File: config.mk
export PLATFORM = sky130hd
export DESIGN_NAME = wts_i2s_transmitter
export DESIGN_NICKNAME = d
export VERILOG_FILES = /design/src/rtl/wts_pkg.sv /design/src/rtl/wts_i2s_clkgen.sv /design/src/rtl/wts_i2s_transmitter.sv
export SDC_FILE = /design/constraint.sdc
export NUM_CORES = 1
export LEC_CHECK = 0
export CAP_MARGIN = 20
export CELL_PAD_IN_SITES_DETAIL_PLACEMENT = 0
export CELL_PAD_IN_SITES_GLOBAL_PLACEMENT = 1
export CORE_MARGIN = 5
export CORE_UTILIZATION = 25
export DETAILED_ROUTE_END_ITERATION = 16
export PLACE_DENSITY = 0.57
export SYNTH_ARGS = -nofsm -noshare
export SYNTH_HDL_FRONTEND = slang
export SYNTH_SLANG_ARGS = --single-unit
File: constraint.sdc
create_clock -name clk -period 4.5 [get_ports clk]
set_input_delay 1.35 -clock clk [delete_from_list [all_inputs] [get_ports clk]]
set_output_delay 1.35 -clock clk [all_outputs]
set_load 0.005 [all_outputs]
File: src/rtl/wts_pkg.sv
// Shared constants, frame type and sample conversion for the wave-table
// sound blocks.
package wts_pkg;

   localparam int FRAME_BITS  = 32;
   localparam int SLOT_BITS   = 16;
   localparam int SAMPLE_BITS = 12;
   localparam int SLOT_CNT_W  = $clog2(FRAME_BITS);

   // Word select is high for slots 15..30: one BCLK ahead of the right word.
   localparam int LRCK_HI_FIRST = SLOT_BITS - 1;
   localparam int LRCK_HI_LAST  = FRAME_BITS - 2;

   typedef struct packed {
      logic [SLOT_BITS-1:0] left;
      logic [SLOT_BITS-1:0] right;
   } frame_t;

   // Offset-binary sample to left-justified two's complement.
   function automatic logic [SLOT_BITS-1:0] to_s16(input logic [SAMPLE_BITS-1:0] s,
                                                    input logic                   m);
      if (m) return '0;
      return {~s[SAMPLE_BITS-1], s[SAMPLE_BITS-2:0], {(SLOT_BITS-SAMPLE_BITS){1'b0}}};
   endfunction

endpackage

File: src/rtl/wts_i2s_clkgen.sv
// BCLK divider: toggles the bit clock every BCLK_DIV clk cycles and strobes
// fall_en in the terminal-count cycle that is about to drive BCLK low.
module wts_i2s_clkgen #(
   parameter int BCLK_DIV = 6
) (
   input  logic clk,
   input  logic nreset,
   output logic i2s_bclk,
   output logic fall_en
);

   localparam int DIV_W = (BCLK_DIV > 1) ? $clog2(BCLK_DIV) : 1;

   logic [DIV_W-1:0] r_div;
   logic             r_bclk;
   logic             w_tc;

   assign w_tc = (r_div == DIV_W'(BCLK_DIV - 1));

   // NOTE: clocked state uses non-blocking assignments so every flop samples
   // pre-edge values regardless of statement order.
   always_ff @(posedge clk or negedge nreset) begin
      if (!nreset) begin
         r_div  <= '0;
         r_bclk <= 1'b0;
      end else if (w_tc) begin
         r_div  <= '0;
         r_bclk <= ~r_bclk;
      end else begin
         r_div  <= r_div + 1'b1;
      end
   end

   assign i2s_bclk = r_bclk;
   assign fall_en  = w_tc & r_bclk;

endmodule

File: src/rtl/wts_i2s_transmitter.sv
// I2S transmitter: captures a stereo 12-bit sample pair once per 32-slot frame
// and shifts it out MSB first as two 16-bit words on the falling BCLK.
module wts_i2s_transmitter
   import wts_pkg::*;
#(
   parameter int BCLK_DIV = 6
) (
   input  logic                   clk,
   input  logic                   nreset,
   input  logic [SAMPLE_BITS-1:0] left_in,
   input  logic [SAMPLE_BITS-1:0] right_in,
   input  logic                   mute,
   output logic                   i2s_bclk,
   output logic                   i2s_lrck,
   output logic                   i2s_sdata,
   output logic                   sample_req
);

   logic                  w_fall_en;
   logic [SLOT_CNT_W-1:0] w_slot_next;
   logic                  w_load;
   logic                  w_lrck_next;
   frame_t                w_frame;

   logic [SLOT_CNT_W-1:0] r_slot;
   logic [FRAME_BITS-1:0] r_shift;
   logic                  r_lrck;
   logic                  r_sdata;
   logic                  r_sample_req;

   wts_i2s_clkgen #(
      .BCLK_DIV (BCLK_DIV)
   ) u_clkgen (
      .clk      (clk),
      .nreset   (nreset),
      .i2s_bclk (i2s_bclk),
      .fall_en  (w_fall_en)
   );

   // NOTE: every combinational output gets a default first, so no path
   // through the block can leave one unassigned and infer a latch.
   always_comb begin
      w_slot_next   = r_slot + 1'b1;
      w_load        = 1'b0;
      w_lrck_next   = 1'b0;
      w_frame.left  = to_s16(left_in, mute);
      w_frame.right = to_s16(right_in, mute);
      if (w_slot_next == '0) w_load = 1'b1;
      if (w_slot_next >= SLOT_CNT_W'(LRCK_HI_FIRST) &&
          w_slot_next <= SLOT_CNT_W'(LRCK_HI_LAST))
         w_lrck_next = 1'b1;
   end

   // Slot counter resets to 31 so the first falling event enters slot 0.
   always_ff @(posedge clk or negedge nreset) begin
      if (!nreset) begin
         r_slot       <= '1;
         r_shift      <= '0;
         r_lrck       <= 1'b0;
         r_sdata      <= 1'b0;
         r_sample_req <= 1'b0;
      end else begin
         r_sample_req <= 1'b0;
         if (w_fall_en) begin
            r_slot <= w_slot_next;
            r_lrck <= w_lrck_next;
            if (w_load) begin
               r_shift      <= w_frame;
               r_sdata      <= w_frame.left[SLOT_BITS-1];
               r_sample_req <= 1'b1;
            end else begin
               r_shift <= {r_shift[FRAME_BITS-2:0], 1'b0};
               r_sdata <= r_shift[FRAME_BITS-2];
            end
         end
      end
   end

   assign i2s_lrck   = r_lrck;
   assign i2s_sdata  = r_sdata;
   assign sample_req = r_sample_req;

endmodule

==> results.sh <==
export IMPL_synth_seq_area_share=0.4689
export IMPL_timing_final_crit_period_ns=2.601
export IMPL_total_via_count_in_the_routed_design=1443
export IMPL_critPathSlowestCell="sky130_fd_sc_hd__clkdlybuf4s50_1"
export IMPL_start_util=0.2562
export IMPL_final_hold_viol_count=0
export IMPL_synthDominantCellAreaShare=0.4062
export IMPL_p_int_uw=552.9
export IMPL_yosys_warnings=0
export IMPL_clkSinkCount=39
export IMPL_post_layout_total_power_uw=693.0
export IMPL_chipHeight_um=101.5
export IMPL_async_flop_share=1.000
export IMPL_yosys_area_top_type="sky130_fd_sc_hd__dfrtp_1"
export IMPL_crit_arrival_ns=1.25
export IMPL_synth_flop_cell="sky130_fd_sc_hd__dfrtp_1"
export IMPL_grt_util_all_layers=0.08781
export IMPL_mappedNetlistNets=231
export IMPL_cp_data_required_time_ns=3.15
export IMPL_drc_violations=0
export IMPL_io_pins=31
export IMPL_crit_path_max_incr_delay_ns=0.54
export IMPL_detailedRoute_firstPassIterationCount=4
export IMPL_synth_edf_count=0
export IMPL_combinational_power_share=0.055
export IMPL_max_slew_headroom=0.4106
export IMPL_netlist_instances=201
export IMPL_finalCritPeriodShare=0.5781
export IMPL_post_cts_resize_count=0
export IMPL_hold_slack_ns=0.4753
export IMPL_synthMostInstantiatedCell="sky130_fd_sc_hd__nand2_1"
export IMPL_sw_frac_of_total=0.2023
export IMPL_cts_root_buf="sky130_fd_sc_hd__clkbuf_8"
export IMPL_critical_path_buf_inv_count=1
export IMPL_fin_util=0.3082
export IMPL_capturing_element_type_of_the_critical_path="primary output"
export IMPL_clk_latency_worst_skew_pair_ns=0.29
export IMPL_cts_setup_buffers=0
export IMPL_critical_path_peak_fanout=4
export IMPL_power_switching_uw=140.2
export IMPL_ratio_of_cells_with_drive_above_1_in_the_final_layout=0.1921
export IMPL_static_leakage_power_uw=0.001003
export IMPL_worst_ir_drop_vdd_uv=112.1
export IMPL_syn_avg_cell_area_um2=10.42
export IMPL_number_of_setup_violations_in_the_final_report=0
export IMPL_worst_clock_skew_ns=0.007770
export IMPL_grt_first_pass_wirelength_mm=7.307
export IMPL_power_density_nw_per_um2=275.0
export IMPL_top_cells_by_area_synth="sky130_fd_sc_hd__dfrtp_1, sky130_fd_sc_hd__nor3b_2, sky130_fd_sc_hd__nand2_1"
export IMPL_timing_setup_critical_path_class="reg2out"
export IMPL_rrSetupSlack_ns=2.71
export IMPL_grt_start_max_net_pins=53
export IMPL_numCtsBuffers=5
export IMPL_die_width_um=101.5
export IMPL_totalNegativeSetupSlack_ns=0
export IMPL_post_layout_nonfiller_instances=334
export IMPL_max_clock_path_buffers=2
export IMPL_fp_row_count=33
export IMPL_final_net_count=258
export IMPL_drtAntennaViolNets=0
export IMPL_number_of_global_route_vias_before_repair=1468
export IMPL_core_region_area_um2=8175
export IMPL_antenna_found_initial=0
export IMPL_hold_path_class="reg2reg"
export IMPL_diodes=0
export IMPL_pwr_share_seq=0.506
export IMPL_maxClockFrequency_mhz=384.4
export IMPL_gp_congestion=0.7053
export IMPL_numPlacedInstances=325
export IMPL_synth_ff_latch_count=39
export IMPL_rsz0062_at_grt="no"
export IMPL_route_final_wire_length_mm=4.170
export IMPL_holdBufCountCts=0
export IMPL_n_fill_cell=864
export IMPL_area_delta_synth_final_pct=20.31
export IMPL_drt_first_iter_violations=38
export IMPL_clk_pin_slew_ns=0.08
export IMPL_cpLargestDelayFamily="buffers and inverters"
export IMPL_path_cells="clkdlybuf4s50_1"
export IMPL_clock_tree_from_tritoncts="yes"
export IMPL_result_of_the_run="finished clean"
export IMPL_clkPwrFrac=0.440
export IMPL_synth_cells_most_frequent="sky130_fd_sc_hd__nand2_1, sky130_fd_sc_hd__dfrtp_1, sky130_fd_sc_hd__a21oi_1"
export IMPL_fp_dieArea_um2=10310
export IMPL_syn_area_um2=2095
export IMPL_setup_worst_path_start_class="register"
export IMPL_max_slew_worst_pin_slew_ns=0.8841
export IMPL_maxCapViolCount=0
export IMPL_placement_io_buffers=30
export IMPL_final_max_tran_viols=0
export IMPL_grt_remaining_overflow=0
export IMPL_wire_per_inst_um=12.49
export IMPL_max_h_tree_level=2
export IMPL_yosysUniqueCellTypes=32
export IMPL_place_hpwl_mm=2.689
export IMPL_viasPerCell=4.320
[metrics by stage]
step | setup WS (ns) | area, um2
6_report | 1.899 | 2520
5_1_grt | 1.850 | 2520
4_1_cts | 1.873 | 2500
3_5_place_dp | 1.804 | 2382
3_3_place_gp | 1.840 | 2382
2_1_floorplan | 2.574 | 2095
[cells by family after synthesis]
group,count (synthesis),synth area share
AND/OR/NAND/NOR,76,0.2389
buffers and inverters,19,0.08841
AO/OA/AOI/OAI,56,0.1517
multiplexers,1,0.004779
flip-flops,39,0.4689
adder cells (fa/ha/maj),3,0.01792
XOR/XNOR,7,0.02927
[sequential cells by signal (all words and copies together), names as in the netlist]
| register | count |
|---|---|
| i2s_lrck | 1 |
| i2s_sdata | 1 |
| r_shift | 27 |
| r_slot | 5 |
| sample_req | 1 |
| u_clkgen.i2s_bclk | 1 |
| u_clkgen.r_div | 3 |
[cells in the final DEF, fill, tap and decap left out, types with 2 or more instances in the layout]
master,instances
sky130_fd_sc_hd__nand2_1,37
sky130_fd_sc_hd__dfrtp_1,34
sky130_fd_sc_hd__clkdlybuf4s50_1,29
sky130_fd_sc_hd__a21oi_1,24
sky130_fd_sc_hd__o21ai_1,21
sky130_fd_sc_hd__nor3b_2,19
sky130_fd_sc_hd__clkbuf_8,6
sky130_fd_sc_hd__inv_1,5
sky130_fd_sc_hd__o21ai_0,5
sky130_fd_sc_hd__xnor2_1,5
sky130_fd_sc_hd__nand3_1,5
sky130_fd_sc_hd__dfstp_2,5
sky130_fd_sc_hd__nor2_1,4
sky130_fd_sc_hd__ha_1,3
sky130_fd_sc_hd__buf_4,3
sky130_fd_sc_hd__nand2b_1,2
sky130_fd_sc_hd__xor2_1,2
sky130_fd_sc_hd__nor3_2,2
sky130_fd_sc_hd__nor3b_1,2
[path summary, 6_finish.rpt]
path                                                from                 endpoint  cells past startpoint
max reg2reg                        r_slot[1]$_DFFE_PN1P_  r_shift[11]$_DFFE_PN0P_                      6
min                              r_shift[19]$_DFFE_PN0P_  r_shift[19]$_DFFE_PN0P_                      2
max                        u_clkgen.i2s_bclk$_DFFE_PN0P_                 i2s_bclk                      1
min reg2reg                      r_shift[19]$_DFFE_PN0P_  r_shift[19]$_DFFE_PN0P_                      2
max in group asynchronous                         nreset  r_shift[10]$_DFFE_PN0P_                      1
min in group asynchronous                         nreset     sample_req$_DFF_PN0_                      1
[power by group through the flow]
| stage | clock network [uW] | logic, uW | registers (uW) |
|---|---|---|---|
| after floorplan | 0 | 8.87 | 357 |
| after global placement | 0 | 40.1 | 357 |
| after detailed placement | 0 | 39.2 | 357 |
| after CTS | 318 | 39.6 | 350 |
| after global routing | 332 | 41.9 | 350 |
| final | 305 | 37.8 | 350 |
[metal layers]
metal / part of all wire / vias to the layer above / wire length [um] / track usage
met5: 0 / - / 0 / 0
met4: 0.017 / 0 / 70 / 0.03681
met3: 0.043 / 5 / 179 / 0.02410
met2: 0.43 / 24 / 1775 / 0.1328
met1: 0.51 / 673 / 2144 / 0.1180
li1: - / 741 / - / -
[area by class of cell]
cell class | count | area (um2) | share of cell area
Timing Repair Buffer | 34 | 337.8 | 0.1341
Clock inverter | 2 | 35.03 | 0.01390
Clock buffer | 6 | 82.58 | 0.03277
Multi-Input combinational cell | 143 | 932.1 | 0.3699
Sequential cell | 39 | 982.2 | 0.3898
Inverter | 5 | 18.77 | 0.007448
Tap cell | 105 | 131.4 | 0.05213
(Power assumes the default switching activity.)
==> patch, RTL diff (config.mk and constraints unchanged) <==
Register the output `i2s_lrck` once more, cleared by the reset; this adds one clock of latency there. The other outputs are not delayed to match.
--- a/src/rtl/wts_i2s_transmitter.sv
+++ b/src/rtl/wts_i2s_transmitter.sv
@@ -78,3 +78,9 @@
 
-   assign i2s_lrck   = r_lrck;
+   always_ff @(posedge clk or negedge nreset) begin
+      if (!nreset) begin
+         i2s_lrck <= '0;
+      end else begin
+         i2s_lrck <= r_lrck;
+      end
+   end
    assign i2s_sdata  = r_sdata;
Function: same outputs for any inputs over 10 cycles, from zero or initial values and one cycle with nreset low; that may be too few to reach the edited logic, so the function may still have changed.
==> patch against the original RTL <==
  * Clock skew fell by 0.0019 ns
  * Non-clock buffer count fell by 1
  * Critical path depth did not move
  * Via count rose by 1.4%
  * Area after synthesis rose by 1.2%
  * Worst setup slack got worse by 0.0041 ns
  * Register-to-register slack got worse by 0.12 ns
  * Sequential cell count rose by 1
  * Cell area barely moved
  * Total power fell by 0.58%
  * Clock power fell by 4%
  * Global-route usage fell by 0.45 points
  * Routed wire length fell by 1.0%
  * Critical path type unchanged
==> patch: results (changes against the original RTL) <==
outcome=finished clean; CP Data Arrival Time=1.26 ns; Primary FF master, synth=sky130_fd_sc_hd__dfrtp_1; share of total power consumed by net switching=0.207 (+0.00471); wire length of the first global-routing pass=6870 um (-6.0%); WHS=0.384 ns (-0.0908 ns); relative slew slack=0.389 (-0.0214); library cells used by synthesis=32 (unchanged); number of placed cells counting well taps=326 (+0.31%); Cell Area, Placed=2410 um2 (+1.1%); total global-route track usage=0.0833 (-0.00450); longest individual stage delay on the worst path=0.54 ns (about the same); synthesized netlist net count=232 (+0.43%); filler cell count in the final layout=905 (+4.7%); peak supply drop=104 uV (-7.5%); routability congestion estimate=0.656 (-7.0%); vias after detailed routing=1463 (+1.4%); via count of the first global-routing pass=1486 (+1.2%); Placement Setup Slack=1.85 ns (+0.0490 ns); post-synthesis instance total=202 (+0.50%); pin count of the biggest net entering global routing=54 (+1.9%); routed vias/inst=4.38 (+1.4%); count of routing violations after the opening detailed-route iteration=39 (+2.6%); sum of net half-perimeters after detailed placement=2610 um (-2.9%); worst setup slack for register-to-register paths=2.59 ns (-0.12 ns); fraction of layout cells with a size suffix above 1=0.188 (-0.00437); area taken by multi-input logic gates=932 um2 (unchanged); synth cell count leaders=37 x sky130_fd_sc_hd__nand2_1, 35 x sky130_fd_sc_hd__dfrtp_1, 24 x sky130_fd_sc_hd__a21oi_1, 21 x sky130_fd_sc_hd__o21ai_1, 19 x sky130_fd_sc_hd__nor3b_2; number of warnings printed during yosys synthesis=0 (unchanged); max frequency=384 MHz (-0.16%); P_leak=0.999 nW (-0.37%); class of the tightest hold or removal check=flop to flop; cells taking the most area after synthesis=sky130_fd_sc_hd__dfrtp_1 41%, sky130_fd_sc_hd__nor3b_2 11%, sky130_fd_sc_hd__nand2_1 6.6%; skew final=0.00585 ns (-0.00192 ns); final WL=4130 um (-1.0%); register area share after synthesis=0.475 (+0.00627)
patch: cell count changes after synthesis, sizes merged:
cell   unedited run  this run
dfrtp            34        35
patch: path summary, 6_finish.rpt:
check | start | end | depth (start not counted)
min in group asynchronous | nreset | u_clkgen.r_div[0] | 1
max in group asynchronous | nreset | r_shift[13] | 1
max | u_clkgen.i2s_bclk | i2s_bclk | 1
min reg2reg | r_lrck | i2s_lrck | 0
min | r_lrck | i2s_lrck | 0
max reg2reg | r_slot[0] | r_shift[10] | 6
patch: power groups by stage:
stage	clock (mW)	sequential, mW	combinational, mW
global placement	0	0.366	0.0402
detailed placement	0	0.366	0.0391
floorplan	0	0.366	0.00887
global route	0.319	0.359	0.0418
CTS	0.307	0.359	0.0395
finish	0.292	0.359	0.0380
patch: logic make-up (layout without fill, tap and decap cells):
| kind of cell | Yosys count | count (layout) | share of synthesized area |
|---|---|---|---|
| AO/OA/AOI/OAI | 56 | 56 | 0.150 |
| buffers and inverters | 19 | 46 | 0.0874 |
| multiplexers | 1 | 1 | 0.00472 |
| flip-flops | 40 | 40 | 0.475 |
| XOR/XNOR | 7 | 7 | 0.0289 |
| AND/OR/NAND/NOR | 76 | 76 | 0.236 |
| adder cells (fa/ha/maj) | 3 | 3 | 0.0177 |
patch: area by class of cell:
class	count	area share
sequential	40	0.400
inverter	5	0.00745
clock inverter	3	0.0169
timing repair buffer	33	0.126
multi-input combinational	143	0.370
clock buffer	5	0.0273
tap	105	0.0522
patch: routing by layer:
layer | vias to the layer above | wire length [um] | share of wire | track usage
li1 | 741 | - | - | -
met1 | 693 | 2170 | 0.53 | 0.122
met2 | 25 | 1720 | 0.42 | 0.114
met3 | 4 | 167 | 0.040 | 0.0205
met4 | 0 | 74 | 0.018 | 0.0394
met5 | - | 0 | 0 | 0
